[src/rtl/time_hhmm_counter_pkg.sv]
// time_hhmm_counter_pkg: mode encodings and BCD limits shared by the minutes/hours stage
package time_hhmm_counter_pkg;
  localparam logic [1:0] MODE_RUN   = 2'b00;
  localparam logic [1:0] MODE_SET_H = 2'b01;
  localparam logic [1:0] MODE_SET_M = 2'b10;
  localparam int BCD_UNITS_MAX = 9;
  localparam int MIN_TENS_MAX  = 5;
  localparam int HOUR_MAX_24   = 23;
  localparam int HOUR_MAX_12   = 12;
  localparam int HOUR_MIN_12   = 1;
endpackage

[src/rtl/time_hhmm_counter_if.sv]
// time_hhmm_counter_if: carry/button inputs and BCD time/mode outputs of the minutes/hours stage
interface time_hhmm_counter_if;
  logic       carry_in;
  logic       set_btn;
  logic       inc_btn;
  logic [3:0] min_u;
  logic [2:0] min_t;
  logic [3:0] hour_u;
  logic [1:0] hour_t;
  logic [1:0] mode;
  logic       day_carry;
  modport master (output carry_in, set_btn, inc_btn,
                  input  min_u, min_t, hour_u, hour_t, mode, day_carry);
  modport slave  (input  carry_in, set_btn, inc_btn,
                  output min_u, min_t, hour_u, hour_t, mode, day_carry);
endinterface

[src/rtl/bcd_mod_counter.sv]
// bcd_mod_counter: two-digit BCD counter that wraps from MAX to WRAP on inc, flagging the wrap
module bcd_mod_counter
  import time_hhmm_counter_pkg::*;
#(
  parameter int TW         = 3,
  parameter int MAX_TENS   = 5,
  parameter int MAX_UNITS  = 9,
  parameter int WRAP_TENS  = 0,
  parameter int WRAP_UNITS = 0,
  parameter int RST_TENS   = 0,
  parameter int RST_UNITS  = 0
) (
  input  logic          clk,
  input  logic          rst_n,
  input  logic          inc,
  output logic [TW-1:0] tens,
  output logic [3:0]    units,
  output logic          wrap
);
  logic [TW-1:0] tens_q, tens_d;
  logic [3:0]    units_q, units_d;
  logic          at_max, units_top;
  always_comb begin
    at_max    = tens_q == TW'(MAX_TENS) && units_q == 4'(MAX_UNITS);
    units_top = units_q == 4'(BCD_UNITS_MAX);
    wrap      = inc & at_max;
    tens_d    = !inc ? tens_q : at_max ? TW'(WRAP_TENS) : units_top ? tens_q + TW'(1) : tens_q;
    units_d   = !inc ? units_q : at_max ? 4'(WRAP_UNITS) : units_top ? 4'd0 : units_q + 4'd1;
  end
  always_ff @(posedge clk or negedge rst_n) begin
    if (!rst_n) begin
      tens_q  <= TW'(RST_TENS);
      units_q <= 4'(RST_UNITS);
    end else begin
      tens_q  <= tens_d;
      units_q <= units_d;
    end
  end
  assign tens  = tens_q;
  assign units = units_q;
endmodule

[src/rtl/time_hhmm_counter.sv]
// time_hhmm_counter: BCD minutes/hours driven by upstream minute carry, with hour/minute set mode
module time_hhmm_counter
  import time_hhmm_counter_pkg::*;
#(
  parameter int HOURS_24 = 1
) (
  input logic                 clk,
  input logic                 Reset_n,
  time_hhmm_counter_if.slave  bus
);
  localparam int HMAX  = HOURS_24 != 0 ? HOUR_MAX_24 : HOUR_MAX_12;
  localparam int HWRAP = HOURS_24 != 0 ? 0 : HOUR_MIN_12;
  localparam int HRST  = HOURS_24 != 0 ? 0 : HOUR_MAX_12;
  logic       carry_q, carry_d;
  logic [1:0] mode_q, mode_d;
  logic       day_carry_q, day_carry_d;
  logic       tick, run_tick, set_inc, min_inc, hour_inc, min_wrap, hour_wrap;
  // set_btn wins over both a tick and inc_btn in the same cycle
  assign tick     = bus.carry_in & ~carry_q;
  assign run_tick = tick & ~bus.set_btn & (mode_q == MODE_RUN);
  assign set_inc  = bus.inc_btn & ~bus.set_btn;
  assign min_inc  = run_tick | (set_inc & (mode_q == MODE_SET_M));
  assign hour_inc = (run_tick & min_wrap) | (set_inc & (mode_q == MODE_SET_H));
  always_comb begin
    carry_d     = bus.carry_in;
    day_carry_d = run_tick & hour_wrap;
    mode_d      = !bus.set_btn ? mode_q :
                  mode_q == MODE_RUN ? MODE_SET_H :
                  mode_q == MODE_SET_H ? MODE_SET_M : MODE_RUN;
  end
  always_ff @(posedge clk or negedge Reset_n) begin
    if (!Reset_n) begin
      carry_q     <= 1'b0;
      mode_q      <= MODE_RUN;
      day_carry_q <= 1'b0;
    end else begin
      carry_q     <= carry_d;
      mode_q      <= mode_d;
      day_carry_q <= day_carry_d;
    end
  end
  bcd_mod_counter #(
    .TW(3), .MAX_TENS(MIN_TENS_MAX), .MAX_UNITS(BCD_UNITS_MAX),
    .WRAP_TENS(0), .WRAP_UNITS(0), .RST_TENS(0), .RST_UNITS(0)
  ) u_min (
    .clk(clk), .rst_n(Reset_n), .inc(min_inc),
    .tens(bus.min_t), .units(bus.min_u), .wrap(min_wrap)
  );
  bcd_mod_counter #(
    .TW(2), .MAX_TENS(HMAX / 10), .MAX_UNITS(HMAX % 10),
    .WRAP_TENS(HWRAP / 10), .WRAP_UNITS(HWRAP % 10),
    .RST_TENS(HRST / 10), .RST_UNITS(HRST % 10)
  ) u_hour (
    .clk(clk), .rst_n(Reset_n), .inc(hour_inc),
    .tens(bus.hour_t), .units(bus.hour_u), .wrap(hour_wrap)
  );
  assign bus.mode      = mode_q;
  assign bus.day_carry = day_carry_q;
endmodule

[src/flat_wrapper.sv]
// flat-port wrapper written by rule: the top's interface ports become plain ports
module time_hhmm_counter_flat import time_hhmm_counter_pkg::*;
#(
  parameter int HOURS_24 = 1
)
  (clk, Reset_n, bus_carry_in, bus_set_btn, bus_inc_btn, bus_min_u, bus_min_t, bus_hour_u, bus_hour_t, bus_mode, bus_day_carry);
  time_hhmm_counter_if bus_i ();
  input logic clk;
  input logic Reset_n;
  input wire logic [$bits(bus_i.carry_in)-1:0] bus_carry_in;
  input wire logic [$bits(bus_i.set_btn)-1:0] bus_set_btn;
  input wire logic [$bits(bus_i.inc_btn)-1:0] bus_inc_btn;
  output wire logic [$bits(bus_i.min_u)-1:0] bus_min_u;
  output wire logic [$bits(bus_i.min_t)-1:0] bus_min_t;
  output wire logic [$bits(bus_i.hour_u)-1:0] bus_hour_u;
  output wire logic [$bits(bus_i.hour_t)-1:0] bus_hour_t;
  output wire logic [$bits(bus_i.mode)-1:0] bus_mode;
  output wire logic [$bits(bus_i.day_carry)-1:0] bus_day_carry;
  assign bus_i.carry_in = bus_carry_in;
  assign bus_i.set_btn = bus_set_btn;
  assign bus_i.inc_btn = bus_inc_btn;
  assign bus_min_u = bus_i.min_u;
  assign bus_min_t = bus_i.min_t;
  assign bus_hour_u = bus_i.hour_u;
  assign bus_hour_t = bus_i.hour_t;
  assign bus_mode = bus_i.mode;
  assign bus_day_carry = bus_i.day_carry;
  time_hhmm_counter #(.HOURS_24(HOURS_24)) u_core (.clk(clk), .Reset_n(Reset_n), .bus(bus_i));
endmodule
[config.mk]
export PLATFORM = sky130hd
export DESIGN_NAME = time_hhmm_counter_flat
export DESIGN_NICKNAME = d
export VERILOG_FILES = /design/src/rtl/time_hhmm_counter_pkg.sv /design/src/rtl/time_hhmm_counter_if.sv /design/src/rtl/bcd_mod_counter.sv /design/src/rtl/time_hhmm_counter.sv /design/src/flat_wrapper.sv
export SDC_FILE = /design/constraint.sdc
export NUM_CORES = 1
export LEC_CHECK = 0
export CAP_MARGIN = 20
export CORE_MARGIN = 5
export CORE_UTILIZATION = 44
export CTS_CLUSTER_SIZE = 8
export DETAILED_ROUTE_END_ITERATION = 10
export PLACE_DENSITY = 0.77
export SLEW_MARGIN = 40
export SYNTH_ARGS = -nofsm -noshare
export SYNTH_HDL_FRONTEND = slang
export SYNTH_SLANG_ARGS = --single-unit
[constraint.sdc]
create_clock -name clk -period 3.9 [get_ports clk]
set_input_delay 0.39 -clock clk [delete_from_list [all_inputs] [get_ports clk]]
set_output_delay 0.39 -clock clk [all_outputs]
set_load 0.02 [all_outputs]
==> results of run 1 <==
## area by class of cell
class,instances,area (um^2)
Clock buffer,4,26.3
Fill cell,159,800
Inverter,4,15.0
Multi-Input combinational cell,72,487
Sequential cell,17,425
Tap cell,27,33.8
Timing Repair Buffer,20,195
## final timing paths
check / endpoint / cells past startpoint
max in group asynchronous: u_core.u_min.units[3]$_DFFE_PN0P_ / 1
worst max register to register: u_core.u_hour.units[3]$_DFFE_PN0P_ / 6
worst min-delay path: u_core.u_hour.units[1]$_DFFE_PN0P_ / 1
min in group clk: u_core.u_hour.tens[1]$_DFFE_PN0P_ / 1
worst min register to register: u_core.u_hour.tens[1]$_DFFE_PN0P_ / 1
worst max-delay path: u_core.u_min.units[3]$_DFFE_PN0P_ / 5
## Yosys cell counts (all sizes together) (2+ instances only)
| cell | number | area, um^2 |
|---|---|---|
| nand2b | 2 | 12.5 |
| nand3 | 5 | 25.0 |
| mux2 | 8 | 90.1 |
| inv | 4 | 15.0 |
| dfrtp | 17 | 425 |
| ha | 6 | 75.1 |
| a21o | 2 | 15.0 |
| a21oi | 4 | 20.0 |
| o31ai | 2 | 15.0 |
| nand4bb | 2 | 22.5 |
| o21ai | 4 | 20.0 |
| nand2 | 14 | 52.6 |
| nor2 | 11 | 41.3 |
## stage by stage
step / cell area [um^2] / setup WS, ps / utilization (%) / cells / hold slack (ps)
CTS: 1190 / 1860 / 59.9 / 144 / 542
floorplan: 927 / 2010 / - / 93 / 94.4
detailed placement: 1160 / 1550 / 58.6 / 140 / 517
global placement: 1160 / 1620 / 58.6 / 140 / 517
finish: 1180 / 1860 / 59.7 / 144 / 9.58
global route: 1180 / 1660 / 59.7 / 144 / 34.0
## power by group
group          switching [uW]  internal [uW]
Sequential               97.2            244
Clock                    55.7           39.8
Combinational             235            240
## cell usage in the layout (no fill, tap or decap), drive strengths merged, types with 2 or more instances in the layout
master / instances
nand2: 14
nand3: 5
nor2: 11
ha: 6
o31ai: 2
nand4bb: 2
clkdlybuf4s50: 19
mux2: 8
inv: 4
clkbuf: 4
dfrtp: 17
a21o: 2
nand2b: 2
o21ai: 4
a21oi: 4
## flip-flops by register name (all words and copies together) (netlist names)
signal,cells
u_core.u_min.units,4
u_core.u_hour.units,4
u_core.u_min.tens,3
u_core.u_hour.tens,2
u_core.carry_q,1
u_core.bus.day_carry,1
u_core.bus.mode,2
## metal layers
metal	vias to the layer above	global-route usage [%]
met5	-	0
met4	0	4.41
met3	2	2.55
met2	12	21.3
met1	351	15.5
li1	380	-
## cell families after synthesis
group | synth area share, %
and+or+nand+nor | 21.6
AOI/OAI and AO/OA | 12.0
DFF | 45.9
muxes | 10.8
adders and majority gates | 8.10
buffers and inverters | 1.62
## critical path: cells and delay by family
family                 cells  cell delay (ps)
AO/OA/AOI/OAI              1              370
AND/OR/NAND/NOR            3             1010
buffers and inverters      1              490
==> results.md, run 1 <==
- RR Startpoint: u_core.u_min.tens[1]$_DFFE_PN0P_
- Clock slew seen by the registers of the worst setup and hold paths: 100 ps
- Clock sink total: 17
- Required arrival time at the worst endpoint: 4130 ps
- Post-Synthesis Cell Area: 927 um^2
- Global-route wire length before repair: 3220 um
- Initial core utilization: 46.8%
- Post-CTS Setup Inserts: 0
- TritonCTS buffer count: 3
- Setup-failing EPs final: 0
- Metal1 wirelength: 881 um
- Result of the run: completed
- Full die area: 0.00313 mm^2
- HPWL reported at the end of detailed placement: 1380 um
- Die span in y: 55.9 um
- First-iteration detailed-routing DRC count: 7
- GP Congestion: 0.826
- Vias post-DR: 745
- Post-route setup TNS: 0 ps
- First element of the critical path: bus_carry_in
- Wire length reported by the detailed router: 1820 um
- Final worst path period share: 52.3%
- Clock latency at the later pin of the worst-skew pair: 290 ps
- Number of rows in the core area: 16
- Startpoint-to-endpoint class of the critical path: input pin to flop
- Slowest CP cell: or4b_1
- Pwr Total: 912 uW
- Achievable clock frequency: 491 MHz
- Setup repair after global routing missed its margin: no
- Setup slack, reg-to-reg: 1900 ps
- Post-Synthesis Mean Instance Area: 9.97 um^2
- Power density cells: 771 mW/mm^2
- Critical Path, Cell by Cell: clkdlybuf4s50_1 -> or3b_1 -> a211o_1 -> or4b_1 -> nand3_1
- Predominant post-synthesis flop cell: dfrtp_1
- Net count of the finished layout: 129
- Total of flip-flops plus latches after synthesis: 17
- Sequential cell area fraction in the yosys report: 45.9%
- Total routing usage reported by global routing: 12.5%
- Area Growth Syn to Fin: 27.5%
- Max layer used: met4
- Number of buffers on the longest clock path: 2
- Setup clock skew after layout: 2.58 ps
- Count of buffers from port buffering: 20
- Unique cell type count in the Yosys netlist: 25
- Number of buffers inserted for hold repair after clock tree synthesis: 0
- Initial antenna violation count: 0
- Worst vdd rail ir drop: 0.446 mV
- Synth warnings: 0
- Clock Tree Root: clkbuf_4
- I/O pin total: 21
- Setup crit start kind: input pin
- H-tree depth: 1
- CTS tree: yes
- Largest stage delay on the critical path: 530 ps
- Final Max Slew Viols: 0
- Fraction of layout cells with a size suffix above 1: 11.1%
- Synthesized net count: 104
- Synth async-reset ratio: 100%
- Routed len/inst: 12.6 um
- Max Fanout on Critical Path: 6
- Die outline width: 55.9 um
- Number of hold violations in the final report: 0
- Antenna Nets Post-Route: 0
- Number of gates resized after CTS: 0
- Max-Slew Margin vs Limit: 63.3%
- Core Region: 0.00198 mm^2
- Total overflow reported by the global router: 0
- Number of diodes: 0
- Final min period: 2040 ps
- Vias in the first global route: 757
- Vias per std cell: 5.17
- Leakage: 0.000512 uW
- Number of instances in the synthesized netlist: 93
- Number of maximum-capacitance violations: 0
- Path class of the lowest-slack min-delay path: input pin to async pin
- DRC errors left: 0
- Count of flip-flops with a built-in enable after synthesis: 0
- Transition time of the tightest slew-check pin: 545 ps
- Largest net degree at the start of global routing: 18
- Wire length on met2: 852 um
- Critical path endpoint category: flop
- Critical path arrival: 2260 ps
- Metal3 WL: 68 um
- First-pass iteration count of the detailed router: 4
No activity file was read; power rests on OpenSTA's default activity.
==> inputs of run 2 (changes only) <==
==> constraint.sdc (replaced) <==
create_clock -name clk -period 2 [get_ports clk]
set_input_delay 0.2 -clock clk [delete_from_list [all_inputs] [get_ports clk]]
set_output_delay 0.2 -clock clk [all_outputs]
set_load 0.02 [all_outputs]
==> run 2 against run 1 <==
Net effect:
- non-clock buffer count increased by 6
- cell area rose by 4.3%
- sequential power is 94% higher
- sequential cell count is the same
- clock skew increased by 14 ps
- critical endpoint unchanged
==> results.md, run 2 (synthesis results as in run 1) <==
- Startpoint-to-endpoint class of the critical path: flop to flop
- Final worst path period share: 88.9%
- Number of diodes: 0 (unchanged)
- Wire length reported by the detailed router: 1900 um (+4.3%)
- Clock slew seen by the registers of the worst setup and hold paths: 110 ps (about the same)
- Clock latency at the later pin of the worst-skew pair: 310 ps (+20 ps)
- Initial antenna violation count: 0 (unchanged)
- Setup-failing EPs final: 0 (unchanged)
- Max-Slew Margin vs Limit: 72.4% (+9.2 points)
- Kind of cell with the highest combined delay on the critical path: simple AND/OR/NAND/NOR gates
- DRC errors left: 0 (unchanged)
- Global-route wire length before repair: 3230 um (+0.22%)
- Fin util: 62.2% (+2.6 points)
- Die span in y: 55.9 um (unchanged)
- Max Fanout on Critical Path: 2 (-4)
- Design Area, Final: 0.00123 mm^2 (+4.3%)
- DP Area: 0.00121 mm^2 (+3.9%)
- Vias post-DR: 788 (+5.8%)
- Number of buffers inserted for hold repair after clock tree synthesis: 0 (unchanged)
- Achievable clock frequency: 562 MHz
- Critical Path, Cell by Cell: or3b_1 -> a211o_1 -> or4b_1 -> nand3_1
- Result of the run: completed
- CTS tree: yes
- Internal power component: 1060 uW (+100%)
- Core Region: 0.00198 mm^2 (unchanged)
- Fraction of layout cells with a size suffix above 1: 15.4% (+4.3 points)
- TritonCTS buffer count: 3 (unchanged)
- GP Congestion: 0.817 (-1.1%)
- Required arrival time at the worst endpoint: 2240 ps (-1890 ps)
- Path class of the lowest-slack min-delay path: input pin to async pin
- HPWL reported at the end of detailed placement: 1440 um (+4.9%)
- Setup crit start kind: flop
- I/O pin total: 21 (unchanged)
- Final min period: 1780 ps
- Count of buffers from port buffering: 20 (unchanged)
- Commonest non-fill, non-tap cell in the layout: clkdlybuf4s50_1
- Antenna Nets Post-Route: 0 (unchanged)
- Largest net degree at the start of global routing: 11 (-7)
- Number of hold violations in the final report: 0 (unchanged)
- Total routing usage reported by global routing: 13.3% (+0.86 points)
- Final Max Slew Viols: 0 (unchanged)
- Transition time of the tightest slew-check pin: 412 ps (-133 ps)
- First-iteration detailed-routing DRC count: 24 (+17)
- Setup slack after placement: -59.1 ps (-1610 ps)
- Slowest CP cell: or4b_1
- Largest stage delay on the critical path: 510 ps (-20 ps)
- Min setup slack post-route: 222 ps (-1640 ps)
- Critical path endpoint category: flop
- Area Growth Syn to Fin: 33.1%
- First-pass iteration count of the detailed router: 4 (unchanged)
- Net count of the finished layout: 135 (+4.7%)
- Setup repair after global routing missed its margin: no
- H-tree depth: 1 (unchanged)
- Routed len/inst: 12.7 um (+0.11%)
- Total overflow reported by the global router: 0 (unchanged)
- Number of rows in the core area: 16 (unchanged)
- Leakage: 0.000544 uW (+6.4%)
- Setup clock skew after layout: 16.9 ps (+14.3 ps)
- Number of maximum-capacitance violations: 0 (unchanged)
- Met2 GRT Util: 20.6% (-0.68 points)
- Fill cell instance count of the final layout: 165 (+3.8%)
- Met1 Usage GRT: 16.2% (+0.69 points)
- Buf/Inv on CP: 0 (-1)
- Full die area: 0.00313 mm^2 (unchanged)
- Busiest layer in global routing: met2
- Combinational share of power: 53.4% (+1.3 points)
- Switching share of power: 42.2% (-0.32 points)
- Number of gates resized after CTS: 0 (unchanged)
- Clock sink total: 17 (unchanged)
- Vias per std cell: 5.25 (+1.5%)
- Post-CTS Setup Inserts: 0 (unchanged)
- Post-route setup TNS: 0 ps (unchanged)
- Most used cells in the layout excluding fill and tap cells: 20 x clkdlybuf4s50_1, 17 x dfrtp_1, 14 x nand2_1
- Worst vdd rail ir drop: 0.833 mV (+87%)
- Critical path arrival: 2020 ps (-240 ps)
- Clock Tree Root: clkbuf_4
- Number of buffers on the longest clock path: 2 (unchanged)
- Net Switching: 772 uW (+99%)
- Met3 usage in global routing: 4.64% (+2.1 points)
- Fraction of power consumed by the clock network: 10.4% (about the same)
- Power density cells: 1480 mW/mm^2 (+92%)
- Die outline width: 55.9 um (unchanged)
- Initial core utilization: 46.8% (unchanged)
- Seq pwr share: 36.2% (-1.2 points)
- Vias in the first global route: 694 (-8.3%)
[run 2: cell count changes in the layout (fill, tap and decap cells not counted), sizes merged]
cell,before,now
clkbuf,4,3
buf,1,6
clkdlybuf4s50,19,20
clkinv,0,1
[run 2: final timing paths]
path	startpoint	to	slack, ps	cells after the start
worst max-delay path	u_core.bus.mode[1]$_DFFE_PN0P_	u_core.u_min.units[3]$_DFFE_PN0P_	220	4
worst min register to register	u_core.u_hour.tens[1]$_DFFE_PN0P_	u_core.u_hour.tens[1]$_DFFE_PN0P_	550	1
max in group asynchronous	Reset_n	u_core.u_hour.tens[0]$_DFFE_PN0P_	1330	2
worst max register to register	u_core.bus.mode[1]$_DFFE_PN0P_	u_core.u_min.units[3]$_DFFE_PN0P_	220	4
min in group clk	bus_carry_in	u_core.carry_q$_DFF_PN0_	380	1
worst min-delay path	Reset_n	u_core.u_min.tens[0]$_DFFE_PN0P_	170	1
[run 2: power by group through the flow]
| stage | Combinational (uW) | Sequential (uW) | Clock [uW] |
|---|---|---|---|
| floorplan | 406 | 805 | 0 |
| global placement | 963 | 663 | 0 |
| detailed placement | 986 | 668 | 0 |
| CTS | 990 | 664 | 203 |
| global route | 1070 | 699 | 215 |
| finish | 977 | 663 | 190 |
[run 2: area by class of cell]
cell class | instances | area [um^2] | area share [%]
well taps | 27 | 33.8 | 2.74
inverters | 4 | 15.0 | 1.22
multi-input cells | 72 | 487 | 39.5
clock inverters | 1 | 5.00 | 0.406
clock buffers | 3 | 22.5 | 1.83
flip-flops and latches | 17 | 425 | 34.5
repair buffers | 26 | 245 | 19.9
[run 2: metrics by stage]
step                hold slack (ps)  cells  power (uW)
floorplan                     -95.6     93        1210
global placement                523    146        1630
CTS                             170    150        1860
finish                          171    150        1830
detailed placement              529    146        1650
global route                    190    150        1990
[run 2: routing by layer]
metal	wire length (um)	vias up
met5	0	-
met4	46	0
met3	148	5
met2	845	25
met1	859	364
li1	-	394
==> inputs of run 3 (changes only) <==
--- a/config.mk
+++ b/config.mk
@@ -6,11 +6,11 @@
 export NUM_CORES = 1
 export LEC_CHECK = 0
 export CAP_MARGIN = 20
-export CORE_MARGIN = 5
-export CORE_UTILIZATION = 44
+export CORE_MARGIN = 10
+export CORE_UTILIZATION = 40
 export CTS_CLUSTER_SIZE = 8
 export DETAILED_ROUTE_END_ITERATION = 10
-export PLACE_DENSITY = 0.77
+export PLACE_DENSITY = 0.72
 export SLEW_MARGIN = 40
 export SYNTH_ARGS = -nofsm -noshare
 export SYNTH_HDL_FRONTEND = slang
==> run 3 against run 2 <==
Net effect:
- sequential share of layout area about the same
- clock power down 3%
- sequential power about the same
- core utilization shrank 6.4 points
- critical endpoint unchanged
- largest power group unchanged
- highest routed layer unchanged
==> results.md, run 3 (synthesis results as in run 1) <==
- Result of the run: completed
- Total routing usage reported by global routing: 9.41% (-3.9 points)
- Slowest CP cell: or4b_1
- Commonest non-fill, non-tap cell in the layout: clkdlybuf4s50_1
- First-iteration detailed-routing DRC count: 20 (-17%)
- Fill cell instance count of the final layout: 210 (+27%)
- CTS tree: yes
- Clock latency at the later pin of the worst-skew pair: 290 ps (-20 ps)
- Number of buffers on the longest clock path: 2 (unchanged)
- I/O pin total: 21 (unchanged)
- Number of hold violations in the final report: 0 (unchanged)
- Critical path endpoint category: flop
- Core Region: 0.00221 mm^2 (+12%)
- Initial core utilization: 41.9% (-4.9 points)
- Vias in the first global route: 766 (+10%)
- Final worst path period share: 88.4% (-0.50 points)
- Setup crit start kind: flop
- Vias per std cell: 5.19 (-1.2%)
- Die outline width: 68.1 um (+22%)
- Vias post-DR: 784 (-0.51%)
- Global-route wire length before repair: 3370 um (+4.5%)
- Number of buffers inserted for hold repair after clock tree synthesis: 0 (unchanged)
- Most used cells in the layout excluding fill and tap cells: 20 x clkdlybuf4s50_1, 17 x dfrtp_1, 14 x nand2_1
- Setup slack, reg-to-reg: 230 ps (about the same)
- Initial antenna violation count: 0 (unchanged)
- Kind of cell with the highest combined delay on the critical path: simple AND/OR/NAND/NOR gates
- Final hold slack: 193 ps (+21.6 ps)
- Critical path arrival: 2000 ps (-20 ps)
- Die span in y: 68.1 um (+22%)
- Max Fanout on Critical Path: 2 (unchanged)
- Path class of the lowest-slack min-delay path: input pin to async pin
- H-tree depth: 1 (unchanged)
- First-pass iteration count of the detailed router: 4 (unchanged)
- Leakage: 0.000544 uW (unchanged)
- Number of rows in the core area: 17 (+1)
- Setup repair after global routing missed its margin: no
- Achievable clock frequency: 566 MHz (+0.57%)
- Full die area: 0.00464 mm^2 (+49%)
- Final min period: 1770 ps (-10.0 ps)
- Post-CTS Setup Inserts: 0 (unchanged)
- TritonCTS buffer count: 3 (unchanged)
- Buf/Inv on CP: 0 (unchanged)
- Setup clock skew after layout: 6.88 ps (-10.0 ps)
- Metal1 wirelength: 836 um (-2.7%)
- Largest net degree at the start of global routing: 11 (unchanged)
- First element of the critical path: u_core.bus.mode[1]$_DFFE_PN0P_
- Antenna Nets Post-Route: 0 (unchanged)
- Wire length reported by the detailed router: 1960 um (+3.2%)
- Number of diodes: 0 (unchanged)
- Count of buffers from port buffering: 20 (unchanged)
- Wire length on met2: 907 um (+7.3%)
- Area Growth Syn to Fin: 33.2%
- DRC errors left: 0 (unchanged)
- Worst vdd rail ir drop: 0.790 mV (-5.1%)
- Net count of the finished layout: 135 (unchanged)
- Placed cells: 147 (+0.68%)
- Startpoint-to-endpoint class of the critical path: flop to flop
- Max layer used: met4
- Layout Cells excl Fill: 151 (+0.67%)
- Transition time of the tightest slew-check pin: 410 ps (-2.84 ps)
- Final Max Slew Viols: 0 (unchanged)
- Required arrival time at the worst endpoint: 2230 ps (about the same)
- Setup-failing EPs final: 0 (unchanged)
- Largest stage delay on the critical path: 490 ps (-20 ps)
- Power density cells: 1480 mW/mm^2 (-0.44%)
- Critical Path, Cell by Cell: or3b_1 -> a211o_1 -> or4b_1 -> nand3_1
- HPWL reported at the end of detailed placement: 1570 um (+9.0%)
- Clock sink total: 17 (unchanged)
- RR Startpoint: u_core.bus.mode[1]$_DFFE_PN0P_
- Metal3 WL: 183 um (+24%)
- Routed len/inst: 13.0 um (+2.5%)
- Fraction of layout cells with a size suffix above 1: 15.4% (unchanged)
- Max-Slew Margin vs Limit: 72.6% (+0.19 points)
- GP Congestion: 0.763 (-6.6%)
- Clock slew seen by the registers of the worst setup and hold paths: 100 ps (about the same)
- Number of gates resized after CTS: 0 (unchanged)
- Clock Tree Root: clkbuf_4
- Number of maximum-capacitance violations: 0 (unchanged)
- Total overflow reported by the global router: 0 (unchanged)
==> run 3: worst reg2reg max path: cells and delay by family (launching register included) <==
kind / cells / cell delay [ps]
simple gates: 3 / 980
flops: 1 / 410
compound gates: 1 / 310
==> run 3: area by class of cell <==
type	count	area, um^2	share of cell area (%)
clock buffers	3	22.5	1.82
clock inverters	1	5.00	0.405
inverters	4	15.0	1.22
multi-input cells	72	487	39.4
flip-flops and latches	17	425	34.4
well taps	28	35.0	2.84
repair buffers	26	245	19.9
==> run 3: per-layer routing <==
metal / up-vias / track usage, %
met4: 0 / 4.52
met2: 23 / 14.8
met5: - / 0
met3: 4 / 4.57
met1: 366 / 10.5
li1: 391 / -
==> run 3: per-stage QoR <==
step                      total power, uW  utilization, %  worst slack, ps  TNS [ps]  area (um^2)
after CTS                            1860            55.8              233         0         1230
after global placement               1640            54.6            -12.5     -12.5         1210
final                                1820            55.8              232         0         1230
after detailed placement             1660            54.6            -30.4     -30.4         1210
after floorplan                      1210               -              109         0          927
after global routing                 2000            55.8             77.0         0         1230
==> run 3: worst paths after layout <==
check / end / depth (start not counted)
setup / recovery: u_core.u_min.units[3]$_DFFE_PN0P_ / 4
hold / removal: u_core.carry_q$_DFF_PN0_ / 1
setup reg to reg: u_core.u_min.units[3]$_DFFE_PN0P_ / 4
hold reg to reg: u_core.u_hour.tens[1]$_DFFE_PN0P_ / 1
max in group asynchronous: u_core.u_min.units[3]$_DFFE_PN0P_ / 2
min in group clk: u_core.carry_q$_DFF_PN0_ / 1
==> run 3: where the power goes <==
group	switching, uW	internal (uW)
clock	110	74.4
sequential	184	476
combinational	474	506
